===== src/rtl/axis_packet_arbiter.sv =====
// rtl/axis_packet_arbiter.sv - N-to-1 AXI-Stream packet arbiter with header latch and beat watchdog
//
// Grants the output to one input channel per packet and holds that grant
// until the TLAST beat (or until the beat watchdog cuts a runaway packet).
// The destination coordinates are captured from the header flit at grant time.
//
// Ports:
//   clk, rst_n            clock, asynchronous active-low reset
//   s_tdata/s_tvalid/
//   s_tlast/s_tready      per-channel input streams, channel i data at [i*DATA_WIDTH +: DATA_WIDTH]
//   m_tdata/m_tvalid/
//   m_tlast/m_tready      muxed output stream
//   target_x/target_y     header coordinates of the current packet
//   grant                 one-hot owner, zero while idle
//   wdog_err              one-cycle pulse after a watchdog-terminated beat

module axis_packet_arbiter #(
   parameter int CHANNEL_NUMBER = 5,
   parameter int DATA_WIDTH     = 32,
   parameter int MAX_ROUTERS_X  = 4,
   parameter int MAX_ROUTERS_Y  = 4,
   parameter int ARB_MODE       = 0,
   parameter int MAX_PKT_BEATS  = 64,
   localparam int XW = (MAX_ROUTERS_X > 1) ? $clog2(MAX_ROUTERS_X) : 1,
   localparam int YW = (MAX_ROUTERS_Y > 1) ? $clog2(MAX_ROUTERS_Y) : 1
) (
   input  logic                                 clk,
   input  logic                                 rst_n,
   input  logic [CHANNEL_NUMBER*DATA_WIDTH-1:0] s_tdata,
   input  logic [CHANNEL_NUMBER-1:0]            s_tvalid,
   input  logic [CHANNEL_NUMBER-1:0]            s_tlast,
   output logic [CHANNEL_NUMBER-1:0]            s_tready,
   output logic [DATA_WIDTH-1:0]                m_tdata,
   output logic                                 m_tvalid,
   output logic                                 m_tlast,
   input  logic                                 m_tready,
   output logic [XW-1:0]                        target_x,
   output logic [YW-1:0]                        target_y,
   output logic [CHANNEL_NUMBER-1:0]            grant,
   output logic                                 wdog_err
);

   localparam int IW = $clog2(CHANNEL_NUMBER);
   localparam int BW = (MAX_PKT_BEATS > 0) ? $clog2(MAX_PKT_BEATS + 1) : 1;
   localparam bit WDOG_EN = (MAX_PKT_BEATS > 0);
   localparam logic [BW-1:0] CNT_LAST = BW'((MAX_PKT_BEATS > 0) ? MAX_PKT_BEATS - 1 : 0);
   localparam logic [BW-1:0] CNT_SAT  = '1;

   typedef enum logic {
      IDLE = 1'b0,
      BUSY = 1'b1
   } state_e;

   state_e                    state_q, state_d;
   logic [CHANNEL_NUMBER-1:0] grant_q, grant_d;
   logic [IW-1:0]             owner_q, owner_d;
   logic [IW-1:0]             rr_ptr_q, rr_ptr_d;
   logic [XW-1:0]             target_x_q, target_x_d;
   logic [YW-1:0]             target_y_q, target_y_d;
   logic [BW-1:0]             beat_cnt_q, beat_cnt_d;
   logic                      wdog_err_q, wdog_err_d;

   logic                      win_found;
   logic [IW-1:0]             win_idx;
   logic [XW-1:0]             hdr_x;
   logic [YW-1:0]             hdr_y;

   logic [DATA_WIDTH-1:0]     own_tdata;
   logic                      own_valid;
   logic                      own_last;
   logic                      at_limit;

   // Winner selection. Round-robin scans starting just after the last
   // owner so the most recently served channel has the lowest priority.
   always_comb begin
      win_found = 1'b0;
      win_idx   = '0;
      if (ARB_MODE == 1) begin
         for (int i = CHANNEL_NUMBER - 1; i >= 0; i--) begin
            if (s_tvalid[i]) begin
               win_found = 1'b1;
               win_idx   = IW'(i);
            end
         end
      end else begin
         for (int k = 1; k <= CHANNEL_NUMBER; k++) begin
            if (!win_found && s_tvalid[(int'(rr_ptr_q) + k) % CHANNEL_NUMBER]) begin
               win_found = 1'b1;
               win_idx   = IW'((int'(rr_ptr_q) + k) % CHANNEL_NUMBER);
            end
         end
      end
   end

   assign hdr_x = s_tdata[int'(win_idx)*DATA_WIDTH +: XW];
   assign hdr_y = s_tdata[int'(win_idx)*DATA_WIDTH + XW +: YW];

   assign own_tdata = s_tdata[int'(owner_q)*DATA_WIDTH +: DATA_WIDTH];
   assign own_valid = s_tvalid[owner_q];
   assign own_last  = s_tlast[owner_q];

   // Depends only on the beat count, never on m_tready, so the forced
   // m_tlast is stable for as long as the beat waits for acceptance.
   assign at_limit = WDOG_EN && (beat_cnt_q == CNT_LAST);

   always_comb begin
      state_d    = state_q;
      grant_d    = grant_q;
      owner_d    = owner_q;
      rr_ptr_d   = rr_ptr_q;
      target_x_d = target_x_q;
      target_y_d = target_y_q;
      beat_cnt_d = beat_cnt_q;
      wdog_err_d = 1'b0;
      s_tready   = '0;
      m_tdata    = '0;
      m_tvalid   = 1'b0;
      m_tlast    = 1'b0;

      case (state_q)
         IDLE: begin
            // Arbitration cycle: nothing is consumed, the header is only peeked.
            if (win_found) begin
               state_d          = BUSY;
               grant_d          = '0;
               grant_d[win_idx] = 1'b1;
               owner_d          = win_idx;
               target_x_d       = hdr_x;
               target_y_d       = hdr_y;
               beat_cnt_d       = '0;
            end
         end

         BUSY: begin
            m_tdata           = own_tdata;
            m_tvalid          = own_valid;
            m_tlast           = own_last | at_limit;
            s_tready[owner_q] = m_tready;

            if (own_valid && m_tready) begin
               if (beat_cnt_q != CNT_SAT) begin
                  beat_cnt_d = beat_cnt_q + 1'b1;
               end
               if (own_last || at_limit) begin
                  state_d    = IDLE;
                  grant_d    = '0;
                  wdog_err_d = !own_last;
                  if (ARB_MODE == 0) begin
                     rr_ptr_d = owner_q;
                  end
               end
            end
         end

         default: begin
            state_d = IDLE;
            grant_d = '0;
         end
      endcase
   end

   always_ff @(posedge clk or negedge rst_n) begin
      if (!rst_n) begin
         state_q    <= IDLE;
         grant_q    <= '0;
         owner_q    <= '0;
         rr_ptr_q   <= IW'(CHANNEL_NUMBER - 1);
         target_x_q <= '0;
         target_y_q <= '0;
         beat_cnt_q <= '0;
         wdog_err_q <= 1'b0;
      end else begin
         state_q    <= state_d;
         grant_q    <= grant_d;
         owner_q    <= owner_d;
         rr_ptr_q   <= rr_ptr_d;
         target_x_q <= target_x_d;
         target_y_q <= target_y_d;
         beat_cnt_q <= beat_cnt_d;
         wdog_err_q <= wdog_err_d;
      end
   end

   assign grant    = grant_q;
   assign target_x = target_x_q;
   assign target_y = target_y_q;
   assign wdog_err = wdog_err_q;

   grant_onehot_a: assert property (@(posedge clk) disable iff (!rst_n) $onehot0(grant_q));
   grant_busy_a:   assert property (@(posedge clk) disable iff (!rst_n) ((grant_q != '0) == (state_q == BUSY)));

endmodule


===== config.mk =====
export PLATFORM = sky130hd
export DESIGN_NAME = axis_packet_arbiter
export DESIGN_NICKNAME = d
export VERILOG_FILES = /design/src/rtl/axis_packet_arbiter.sv
export SDC_FILE = /design/constraint.sdc
export NUM_CORES = 1
export LEC_CHECK = 0
export ABC_CLOCK_PERIOD_IN_PS = 6000
export CAP_MARGIN = 20
export CORE_AREA = 10 10 130 108
export DETAILED_ROUTE_END_ITERATION = 12
export DIE_AREA = 0 0 140 118
export GPL_ROUTABILITY_DRIVEN = 0
export PLACE_DENSITY = 0.79
export SLEW_MARGIN = 10
export SYNTH_ARGS = -nofsm -noshare
export SYNTH_HDL_FRONTEND = slang
export SYNTH_SLANG_ARGS = --single-unit

===== constraint.sdc =====
create_clock -name clk -period 6 [get_ports clk]
set_input_delay 0.6 -clock clk [delete_from_list [all_inputs] [get_ports clk]]
set_output_delay 0.6 -clock clk [all_outputs]
set_load 0.03 [all_outputs]

==> impl_summary.txt, run 1 <==
----------------------------------------------------
[Outcome]
  Status ... completed

[Finish]
  Core Util, Final ... 0.604
  Final-stage net count ... 935
  Post-synthesis to final-layout area growth ... 52.6%
  Post-route design area ... slightly below 7000 um2
  Fillcell total ... 960
  Share of post-route cells with drive strength above 1 ... 0.117

[Power]
  Power Internal ... between 2 and 2.5 mW
  Switching share of power ... 0.555
  PD cells ... 671 nW/um2
  Net Sw Power ... between 2 and 3 mW
  Static leakage ... about 2.7 nW
  Max VDD drop ... 265 uV
  Combinational share of power ... 0.877
  Total power of the final layout ... 4.61 mW
  Portion of total power attributed to the clock network ... 0.042
  Sequential group share of total power ... 0.081

[Yosys]
  Mux share of post-synthesis cell area ... 0.196
  Synth area leaders ... sky130_fd_sc_hd__mux4_2, sky130_fd_sc_hd__dfrtp_1, sky130_fd_sc_hd__ha_1, sky130_fd_sc_hd__a22oi_1, sky130_fd_sc_hd__nor2_1
  Yosys top cell area share ... 0.160
  Fraction of the yosys area taken by sequential cells ... 0.134
  Dominant synthesized flop cell ... sky130_fd_sc_hd__dfrtp_1
  Area share of fa/ha/maj cells after synthesis ... 0.0750
  Xor/xnor cell area share of the yosys netlist ... 0.0286
  Synth Cell Area ... about 4500 um2
  Post-synth EDFFs ... 0
  Average cell area after synthesis ... between 8 and 9 um2
  Synth Area in Simple Gates ... 0.219
  Nets in the synthesized netlist ... 743
  Largest family of logic cells by synthesized area ... compound AO/OA/AOI/OAI gates
  Share of synthesized flip-flops with an asynchronous set or reset ... 1.00
  Syn Inst Count ... ~540
  Number of distinct standard cells referenced by the synthesized netlist ... about 90
  Compound-gate portion of the synthesized area ... 0.279
  Dominant cell type by area after synthesis ... sky130_fd_sc_hd__mux4_2
  Synthesized flop and latch total ... 24
  Yosys Warn Count ... 0

[STA]
  Final clock period utilization by the worst path ... 0.894
  Worst-margin pin slew ... around 1.1 ns
  Final max-slew violation count ... 0
  FMAX ... 186 MHz
  Clock Skew ... roughly 0.0037 ns
  Setup total negative slack ... 0 ns
  Setup-violating endpoint count in the final report ... 0
  Slew HR ... 0.283
  Crit path time final ... between 5 and 6 ns
  Setup repair after global routing missed its margin ... no
  Number of hold-slack violations in the final timing report ... 0
  Setup WS post-layout ... about 0.63 ns

[CTS]
  Clock insertion delay at the later pin of the skew report ... approximately 0.26 ns
  H-tree levels ... 1
  CTS root buf ... sky130_fd_sc_hd__clkbuf_16
  Number of resized instances in the post-cts repair step ... 0
  Clock input transition at the sequential cells of the worst setup and hold paths ... roughly 0.070 ns
  Post-CTS Setup Repair Bufs ... 0
  CTS Buffer Depth ... 2
  Clock tree from TritonCTS ... done
  TritonCTS Buffers ... 3
  # clock sinks ... 24
  Hold buffers post-CTS ... 0

[Die]
  Die height ... 118 um
  Initial core utilization ... 0.396
  # IOs ... about 220
  Die area ... 16500 um2
  Die Wd ... about 140 um
  Cell Rows ... 35
  Core footprint ... roughly 11000 um2

[Setup path]
  Start point of the critical path ... rr_ptr_q[1]
  Required time of the critical path ... 6.19 ns
  Worst R2R Start ... rr_ptr_q[1]
  Crit end category ... register
  WP data arrival ... 5.55 ns
  Worst Setup Start Kind ... register
  Maximum fanout along the worst path ... 11
  Startpoint-to-endpoint class of the critical path ... reg2reg
  Cell depth of the worst flop-to-flop path ... 18

[Global routing]
  Pin count of the biggest net entering global routing ... between 40 and 50
  Global-route wire length before repair ... roughly 31000 um
  Number of antenna violations at the first check in global routing ... 3
  Via count of the first global-routing pass ... roughly 5.1k
  Final global-route overflow total ... 0
  Global Route Usage Sum ... 0.230

[Drt]
  Via count ... ~5.5k
  Routed len/inst ... between 20 and 25 um
  Residual DRC count ... 0
  Via-per-instance ratio ... roughly 6.2
  Antenna Violating Nets Remaining ... 0
  Detailed-routing iteration count for the pre-antenna-repair pass ... 6
  Total routed wirelength ... 20500 um
  Initial DRC count ... 694

[Placed design]
  Total cell area at the placement stage ... about 6700 um2
  Detailed placer's ending HPWL ... roughly 17000 um
  Setup slack after placement ... ~0.79 ns
  Number of input and output port buffers inserted ... between 200 and 250

[Flow run]
  Maximum Capacitance Violations ... 0

[Worst hold path]
  Worst Hold Class ... in2async

----------------------------------------------------
-- cells by family after synthesis --
family                     count (synthesis)
and+or+nand+nor                          200
xor gates and xnor gates                  13
adders and majority gates                 27
AOI/OAI and AO/OA                        167
buffers and inverters                     66
DFF                                       24
muxes                                     46
-- registers in the layout (all words and copies together), names as in the netlist --
signal      flops
rr_ptr_q        3
state_q         1
beat_cnt_q      7
target_x        2
grant           5
target_y        2
wdog_err        1
owner_q         3
-- cell usage in the layout, fill, tap and decap left out, drive strengths merged, types with 4 or more instances in the layout --
cell             n
a211o            7
a211oi           5
a21oi           25
a22oi           34
a31oi            4
a32o             6
a41oi            4
and3             7
buf              8
clkdlybuf4s50  220
dfrtp           23
ha              27
inv             22
mux2             4
mux2i            9
mux4            33
nand2           54
nand2b           8
nand3           24
nand4            8
nor2            63
nor3             7
nor4             5
o211ai           5
o21a             4
o21ai           30
o22ai            5
xnor2            9
xor2             4
-- through the flow --
step	instances	hold slack, ns
global placement	877	0.487
detailed placement	877	0.473
global route	885	0.371
floorplan	543	0.304
CTS	881	0.496
finish	885	0.321
-- power groups by stage --
stage	logic [mW]	registers, mW	clock network (mW)
finish	4.04	0.371	0.196
global route	4.34	0.386	0.204
CTS	3.96	0.368	0.196
detailed placement	3.94	0.371	0
global placement	3.84	0.366	0
floorplan	2.90	0.308	0
-- final cells by class --
type / instances / area [um2] / area share
clock buffers: 3 / 75.1 / 0.0109
multi-input cells: 453 / 3600 / 0.523
clock inverters: 1 / 30.0 / 0.00437
repair buffers: 228 / 2280 / 0.332
diodes: 3 / 7.51 / 0.00109
flip-flops and latches: 24 / 604 / 0.0879
inverters: 25 / 96.3 / 0.0140
well taps: 148 / 185 / 0.0269
-- Yosys cell counts, drive strengths merged, types with 4 or more instances --
| cell | instances |
|---|---|
| mux2i | 9 |
| a21oi | 25 |
| nand2b | 8 |
| nand4 | 8 |
| a31oi | 4 |
| nand2 | 54 |
| mux4 | 33 |
| a41oi | 4 |
| clkbuf | 24 |
| a32o | 6 |
| o21a | 4 |
| buf | 17 |
| inv | 22 |
| xnor2 | 9 |
| and3 | 7 |
| a211oi | 5 |
| nand3 | 24 |
| mux2 | 4 |
| xor2 | 4 |
| a211o | 7 |
| nor4 | 5 |
| nor3 | 7 |
| o22ai | 5 |
| a22oi | 34 |
| o211ai | 5 |
| o21ai | 30 |
| ha | 27 |
| dfrtp | 23 |
| nor2 | 63 |
-- per-layer routing --
metal / up-vias / track usage / part of all wire
li1: 2482 / - / -
met1: 2705 / 0.297 / 0.40
met2: 307 / 0.390 / 0.50
met3: 27 / 0.0407 / 0.088
met4: 0 / 0.0464 / 0.017
met5: - / 0 / 0
-- final timing paths --
| check | end | slack (ns) |
|---|---|---|
| min reg2reg | grant[4] | 0.49 |
| min | beat_cnt_q[4] | 0.32 |
| max | target_y[1] | 0.63 |
| max reg2reg | target_y[1] | 0.63 |
| max in group asynchronous | owner_q[0] | 5.27 |
| min in group clk | grant[4] | 0.49 |
-- worst max-delay path, cell delays in order (launching register included) --
cell                       delay [ns]
sky130_fd_sc_hd__dfrtp_1         0.50
sky130_fd_sc_hd__ha_1            0.37
sky130_fd_sc_hd__xnor2_2         0.53
sky130_fd_sc_hd__inv_4           0.13
sky130_fd_sc_hd__ha_1            0.26
sky130_fd_sc_hd__or4b_1          0.53
sky130_fd_sc_hd__nand3_2         0.16
sky130_fd_sc_hd__xnor2_1         0.21
sky130_fd_sc_hd__ha_1            0.25
sky130_fd_sc_hd__or2b_2          0.32
sky130_fd_sc_hd__a22o_1          0.28
sky130_fd_sc_hd__nor4_1          0.32
sky130_fd_sc_hd__nor4_1          0.10
sky130_fd_sc_hd__nand2b_2        0.24
sky130_fd_sc_hd__nand4_2         0.15
sky130_fd_sc_hd__a31o_1          0.36
sky130_fd_sc_hd__nand3_1         0.14
sky130_fd_sc_hd__a211o_1         0.28
sky130_fd_sc_hd__a41oi_2         0.16
Note: power is estimated with default switching activity, not from simulation.
==> run 2, diff against run 1 <==
GPL_TIMING_DRIVEN = 1   (was not set)
SETUP_SLACK_MARGIN = 0.05   (was not set)
==> results of run 2 <==
Final layout, timing and power as in run 1 (identical DEF).
